[src/rtl/regf_wbq.sv]
// -----------------------------------------------------------------------------
// regf_wbq - writeback queue in front of a single-write-port register file.
//
// Two producers (port 0 = ALU, port 1 = load unit) may each deliver one result
// per cycle. Results are buffered in arrival order in a circular buffer and
// drained one per cycle into the register-file write port. A three-port
// bypass lookup exposes values that are queued but not yet written.
//
// Ports:
//   i_clk, i_rst                 clock, asynchronous active-high reset
//   i_valid0/i_waddr0/i_wdata0   port 0 (ALU) result
//   i_valid1/i_waddr1/i_wdata1   port 1 (load) result, younger than port 0
//   o_ready                      room for two pushes this cycle
//   i_hold                       suppress drain this cycle
//   o_we/o_waddr/o_wdata         register-file write port (head entry)
//   i_raddrK / o_hitK / o_hdataK bypass lookup, K = 0..2
//   o_count                      occupied entries
// -----------------------------------------------------------------------------
module regf_wbq #(
  parameter int DEPTH = 4
) (
  input  logic                       i_clk,
  input  logic                       i_rst,
  input  logic                       i_valid0,
  input  logic [5:0]                 i_waddr0,
  input  logic [31:0]                i_wdata0,
  input  logic                       i_valid1,
  input  logic [5:0]                 i_waddr1,
  input  logic [31:0]                i_wdata1,
  output logic                       o_ready,
  input  logic                       i_hold,
  output logic                       o_we,
  output logic [5:0]                 o_waddr,
  output logic [31:0]                o_wdata,
  input  logic [5:0]                 i_raddr0,
  input  logic [5:0]                 i_raddr1,
  input  logic [5:0]                 i_raddr2,
  output logic                       o_hit0,
  output logic                       o_hit1,
  output logic                       o_hit2,
  output logic [31:0]                o_hdata0,
  output logic [31:0]                o_hdata1,
  output logic [31:0]                o_hdata2,
  output logic [$clog2(DEPTH):0]     o_count
);

  localparam int PW = $clog2(DEPTH);
  localparam int CW = PW + 1;

  logic [5:0]    r_addr [DEPTH];
  logic [31:0]   r_data [DEPTH];
  logic [PW-1:0] r_head;
  logic [PW-1:0] r_tail;
  logic [CW-1:0] r_count;

  logic          w_ok0;
  logic          w_ok1;
  logic          w_pop;
  logic          w_nempty;
  logic [PW-1:0] w_tail1;
  logic [CW-1:0] w_npush;

  // $zero and $pc are architecturally not written through this path.
  function automatic logic f_keep(input logic [5:0] a);
    return (a != 6'd0) && (a != 6'd63);
  endfunction

  // Oldest-to-youngest scan over occupied slots; a later match overwrites an
  // earlier one so the youngest value wins.
  function automatic logic [32:0] f_bypass(input logic [5:0] a);
    logic [32:0]   res;
    logic [PW-1:0] idx;
    res = '0;
    for (int i = 0; i < DEPTH; i++) begin
      idx = r_head + PW'(i);
      if ((CW'(i) < r_count) && (r_addr[idx] == a) && f_keep(a))
        res = {1'b1, r_data[idx]};
    end
    return res;
  endfunction

  // Readiness looks only at the registered count, so a same-cycle pop never
  // opens room for a push; pushes are granted in pairs.
  assign o_ready  = (r_count <= CW'(DEPTH - 2));
  assign w_nempty = (r_count != '0);
  assign w_pop    = w_nempty && !i_hold;
  assign o_we     = w_pop;
  assign o_count  = r_count;

  assign w_ok0   = i_valid0 && o_ready && f_keep(i_waddr0);
  assign w_ok1   = i_valid1 && o_ready && f_keep(i_waddr1);
  // Port 1 lands behind port 0 when both are enqueued together.
  assign w_tail1 = w_ok0 ? (r_tail + PW'(1)) : r_tail;
  assign w_npush = {{(CW-1){1'b0}}, w_ok0} + {{(CW-1){1'b0}}, w_ok1};

  // Gate the head so stale storage never shows on the write port when empty.
  assign o_waddr = w_nempty ? r_addr[r_head] : 6'd0;
  assign o_wdata = w_nempty ? r_data[r_head] : 32'd0;

  always_comb begin
    {o_hit0, o_hdata0} = f_bypass(i_raddr0);
    {o_hit1, o_hdata1} = f_bypass(i_raddr1);
    {o_hit2, o_hdata2} = f_bypass(i_raddr2);
  end

  always_ff @(posedge i_clk or posedge i_rst) begin
    if (i_rst) begin
      r_head  <= '0;
      r_tail  <= '0;
      r_count <= '0;
    end else begin
      r_head  <= r_head + {{(PW-1){1'b0}}, w_pop};
      r_tail  <= r_tail + w_npush[PW-1:0];
      r_count <= r_count + w_npush - {{(CW-1){1'b0}}, w_pop};
    end
  end

  // Slot contents are only meaningful while counted, so they need no reset.
  always_ff @(posedge i_clk) begin
    if (w_ok0) begin
      r_addr[r_tail] <= i_waddr0;
      r_data[r_tail] <= i_wdata0;
    end
    if (w_ok1) begin
      r_addr[w_tail1] <= i_waddr1;
      r_data[w_tail1] <= i_wdata1;
    end
  end

endmodule

[config.mk]
export PLATFORM = sky130hd
export DESIGN_NAME = regf_wbq
export DESIGN_NICKNAME = d
export VERILOG_FILES = /design/src/rtl/regf_wbq.sv
export SDC_FILE = /design/constraint.sdc
export NUM_CORES = 1
export LEC_CHECK = 0
export BUFFER_PORTS_ARGS = -buffer_cell sky130_fd_sc_hd__buf_2
export CORE_UTILIZATION = 50
export CTS_CLUSTER_DIAMETER = 30
export DETAILED_ROUTE_END_ITERATION = 7
export PLACE_DENSITY = 0.73
export SLEW_MARGIN = 20
export SYNTH_ARGS = -nofsm -noshare
export SYNTH_HDL_FRONTEND = slang
export SYNTH_SLANG_ARGS = --single-unit
[constraint.sdc]
create_clock -name i_clk -period 5.9 [get_ports i_clk]
set_input_delay 1.77 -clock i_clk [delete_from_list [all_inputs] [get_ports i_clk]]
set_output_delay 1.77 -clock i_clk [all_outputs]
set_load 0.01 [all_outputs]
# == Word level (Yosys, flattened, before mapping) ==
# Memory sizes are Yosys's and may differ from the RTL's.
# Index checks and enable logic that the tools add are counted.
# word_totals
inputBits,99
memories,2
register_bits,7
ram_bits,152
# memory_table
memory,depth,word_bits,rd,rd_clocked_by_memory_dff,write_ports,line,rtl
r_data,4,32,4,0,2,51,logic [31:0] r_data [DEPTH];
r_addr,4,6,4,0,2,50,logic [5:0] r_addr [DEPTH];
# op_classes
eq_ne,17
n_reduce_logical,41
n_mux,19
magnitude_cmp,5
n_addsub,9
# ops
cell,count
33-bit two-way mux,12
6-bit == test,12
1-bit logical AND,34
32-bit two-way mux,1
6-bit != test (second input constant),5
6-bit nonzero test,5
1-bit by 3-bit < comparator with 1-bit output (first input constant),2
2-bit by 3-bit < comparator with 1-bit output (first input constant),2
6-bit two-way mux,1
2-bit by 1-bit adder with 2-bit output (second input constant),2
2-bit adder (second input constant),2
1-bit two-way mux,4
3-bit by 2-bit adder with 3-bit output,1
3-bit by 2-bit <= comparator with 1-bit output (second input constant),1
3-bit nonzero test,1
3-bit by 1-bit subtractor with 3-bit output,1
1-bit by 1-bit adder with 2-bit output,1
2-bit by 1-bit adder with 2-bit output,1
2-bit adder,1
2-bit two-way mux,1
1-bit zero test,1

# == Depth between registers and ports, before layout ==
# An unclocked memory read counts as a cell.
# logic_depth
ltp_word,8
depth_mapped,14
ltp_nobuf,13

# == Worst setup path after synthesis ==
# OpenSTA, ideal clock, no wires.
# synth_timing
kind,in2out
from,input port i_raddr0[0]
to,output port o_hdata0[11]
path_slack_ns,0.372
required_ns,4.130
stages,8
path_buffers,2
arrival_time_ns,3.758
path_cell_list,clkbuf_1 > xnor2_1 > or4_1 > a221o_1 > o21ba_2 > buf_6 > a221oi_2 > o22ai_1
# synth_between
elab_chain_cells,7
# synth_rtl
element,line,rtl
"start, declared",35,"input logic [5:0] i_raddr0,"
6-bit == test (tied with other cells),76,if ((CW'(i) < r_count) && (r_addr[idx] == a) && f_keep(a))
1-bit logical AND (on tied branches),"76, 65",
1-bit logical AND,76,
33-bit two-way mux (3 in series),76,
33-bit two-way mux *,76,
"end, declared",41,"output logic [31:0] o_hdata0,"
# Mark *: on every way between the ends. The rest lies on a longest branch, timed or not.

# == Final worst setup path ==
# layout_timing
from,input port i_raddr2[2]
to,output port o_hdata2[15]
# layout_between
elab_chain_cells,7
# layout_rtl
element,line,rtl
"start, declared",37,"input logic [5:0] i_raddr2,"
6-bit == test (tied with other cells),76,
1-bit logical AND (on tied branches),"76, 65",
1-bit logical AND,76,
33-bit two-way mux (3 in series),76,
33-bit two-way mux *,76,
"end, declared",43,"output logic [31:0] o_hdata2,"
# Marks and branches as above.

==> impl_metrics.ini <==
[floorplan]
fp.dieH_um = 176
core.rowCount = 63
dieWidth_um = 176
ios = 241
die_area_mm2 = 0.0309
start_util = 0.509
design.core.area_mm2 = 0.0296

[sta]
hold_violations = 0
setup_tns_ps = 0
finalSetupViolCount = 0
period_needed_ps = 5850
fin_worst_skew_ps = 9.27
min_period_over_period = 0.992
max_slew_margin = 0.396
worstMarginPinSlew_ps = 905
fmax_mhz = 171
final_max_slew_viol_count = 0

[detailed_routing]
drcViolationCount = 0
wl_per_cell_um = 24.9
drt_wl_total_mm = 50.2
vias = 13500
drtAntennaViolNets = 0
routed.top_layer = met5
drt_first_iter_violations = 1481
wl_met3_mm = 4.59
met1Wirelength_mm = 20.0
dr.pass1.iters = 5
wl_met2_mm = 23.9
viasPerCell = 6.69

[placement]
dpl.hpwl_mm = 33.6
dp.cells = 1974
gp_congestion = 0.935
numPortBuffers = 240
placed_area_mm2 = 0.0168

[finish]
final_area_mm2 = 0.0174
final_cells = 2018
layout.nets = 1715
area_growth_syn_to_layout_pct = 15.5
fillers = 2549
drive_gt1_frac = 0.406

[clock_network]
cts_buffers = 17
h-tree-depth = 4
cts.clk_slew.worst_paths_ps = 70
cts_hold_buf = 0
cts_num_sinks = 159
root_buffer = clkbuf_16
clock_path_buffers = 2
cts_tree = built
clkLatencyLatePin_ps = 430

[setup_path]
path_class = in -> out
rr_startpoint = o_count[2]
start_kind = primary input
arrival_ps = 4080
worstPathMaxFanout = 61
cp-startpoint = i_raddr2[2]
endpoint_kind = primary output
required_ps = 4130

[global_routing]
grt_pass1_wl_mm = 76.0
antenna_found_initial = 13
grt_max_degree = 94
grt_use_total = 0.323
grt_pass1_vias = 12900
grt_overflow = 0

[run]
drv_cap = 0

[worst_hold_path]
worstHoldStart = o_count[0]
hp-class = reg -> reg

[yosys]
synth-main-ff-cell = edfxtp_1
synth_nets = 1530
synth_edf_count = 152
ys_warn_count = 0
netlist_instances = 1420
ys_seq_elements = 159
yosysUniqueCellTypes = 70
avgSynthCellArea_um2 = 10.6
postSynth.asyncResetShare = 0.0440
ys_seq_area_frac = 0.314
syn_area_mm2 = 0.0151

[outcome]
status = complete, no violations

[power]
p_leak_nw = 6.64
finalPower_mw = 8.85
peakVddDrop_uv = 274
power.density_mw_per_mm2 = 508
==> path summary, 6_finish.rpt <==
check / to / slack (ps) / cells after the start
worst max-delay path: o_hdata2[15] / 50 / 10
worst min-delay path: o_count[0] / 610 / 1
worst max register to register: r_data[2][15] / 2300 / 10
worst min register to register: o_count[0] / 610 / 1
max in group asynchronous: r_head[1] / 4390 / 2
min in group asynchronous: o_count[2] / 1260 / 2
==> per-stage QoR <==
step	hold WS (ps)	util	setup WS, ps
3_3_place_gp	576	0.565	92.1
6_report	613	0.588	45.7
3_5_place_dp	599	0.565	40.0
2_1_floorplan	530	-	372
4_1_cts	616	0.585	29.5
5_1_grt	636	0.588	-3.31
==> layout by cell type, fill, tap and decap left out, types with 39 or more instances in the layout <==
cell	count
buf_2	240
mux2_2	202
edfxtp_1	152
o21ai_0	102
mux2i_1	100
nor2_1	87
nand2_1	77
o22ai_1	64
xnor2_1	61
a21oi_1	58
mux4_2	52
buf_4	46
and2_1	39
==> logic make-up after synthesis <==
group,Yosys count,synth area share
AO/OA/AOI/OAI,363,0.172
adder cells (fa/ha/maj),11,0.00962
AND/OR/NAND/NOR,269,0.0848
XOR/XNOR,78,0.0453
multiplexers,363,0.309
buffers and inverters,177,0.0649
flip-flops,159,0.314
==> cells in the mapped netlist (5+ instances only) <==
cell type | instances | area, um^2
a211oi_1 | 12 | 90.1
a21oi_1 | 58 | 290
a221oi_1 | 5 | 43.8
a221oi_2 | 30 | 450
a311oi_1 | 32 | 280
and2_1 | 42 | 263
buf_1 | 11 | 41.3
buf_2 | 40 | 200
buf_4 | 7 | 52.6
buf_6 | 7 | 78.8
clkbuf_1 | 59 | 221
clkbuf_8 | 11 | 151
dfrtp_1 | 7 | 175
edfxtp_1 | 152 | 4560
ha_1 | 10 | 125
inv_1 | 33 | 124
mux2_2 | 202 | 2270
mux2i_1 | 100 | 1000
mux4_1 | 7 | 184
mux4_2 | 52 | 1170
nand2_1 | 79 | 297
nand2b_1 | 5 | 31.3
nand3_1 | 13 | 65.1
nand4_1 | 9 | 56.3
nor2_1 | 88 | 330
nor3_1 | 6 | 30.0
nor4_1 | 5 | 31.3
o21ai_0 | 102 | 510
o221ai_1 | 32 | 280
o22ai_1 | 66 | 413
or4_1 | 7 | 52.6
xnor2_1 | 61 | 534
xor2_1 | 17 | 149
==> area by class of cell <==
cell class / instances / area (um^2) / share of cell area
Clock inverter: 15 / 170 / 0.00977
Timing Repair Buffer: 309 / 1990 / 0.114
Clock buffer: 17 / 425 / 0.0244
Inverter: 34 / 129 / 0.00740
Tap cell: 390 / 488 / 0.0280
Sequential cell: 159 / 4750 / 0.272
Antenna cell: 10 / 25.0 / 0.00144
Multi-Input combinational cell: 1084 / 9450 / 0.542
==> critical path, cell delays in order <==
cell and delay (ps):
buf_2 150, nand4_1 130, a2bb2oi_2 170, nand2_1 60, or4_2 690, buf_12 200, a211oi_1 250, a311oi_1 90
o22ai_1 280, buf_2 190
==> routing by layer <==
layer  track usage  vias up
li1              -     5931
met1         0.408     6632
met2         0.529      793
met3        0.0641      138
met4         0.153        6
met5             0        -
==> repair_timing <==
item	4_1_cts	5_1_grt
endpoints found under the setup margin	0	65
setup buffers	0	2
gates resized for setup	0	7
==> registers in the layout, summed over array words and instances (netlist names) <==
signal	cells
r_data	128
r_addr	24
r_head	2
r_tail	2
o_count	3
==> where the power goes <==
part	switching, mW	leakage (nW)	internal [mW]
clock	0.491	0.291	0.637
sequential	0.264	1.47	1.62
combinational	3.44	4.88	2.40
(Power assumes the default switching activity.)
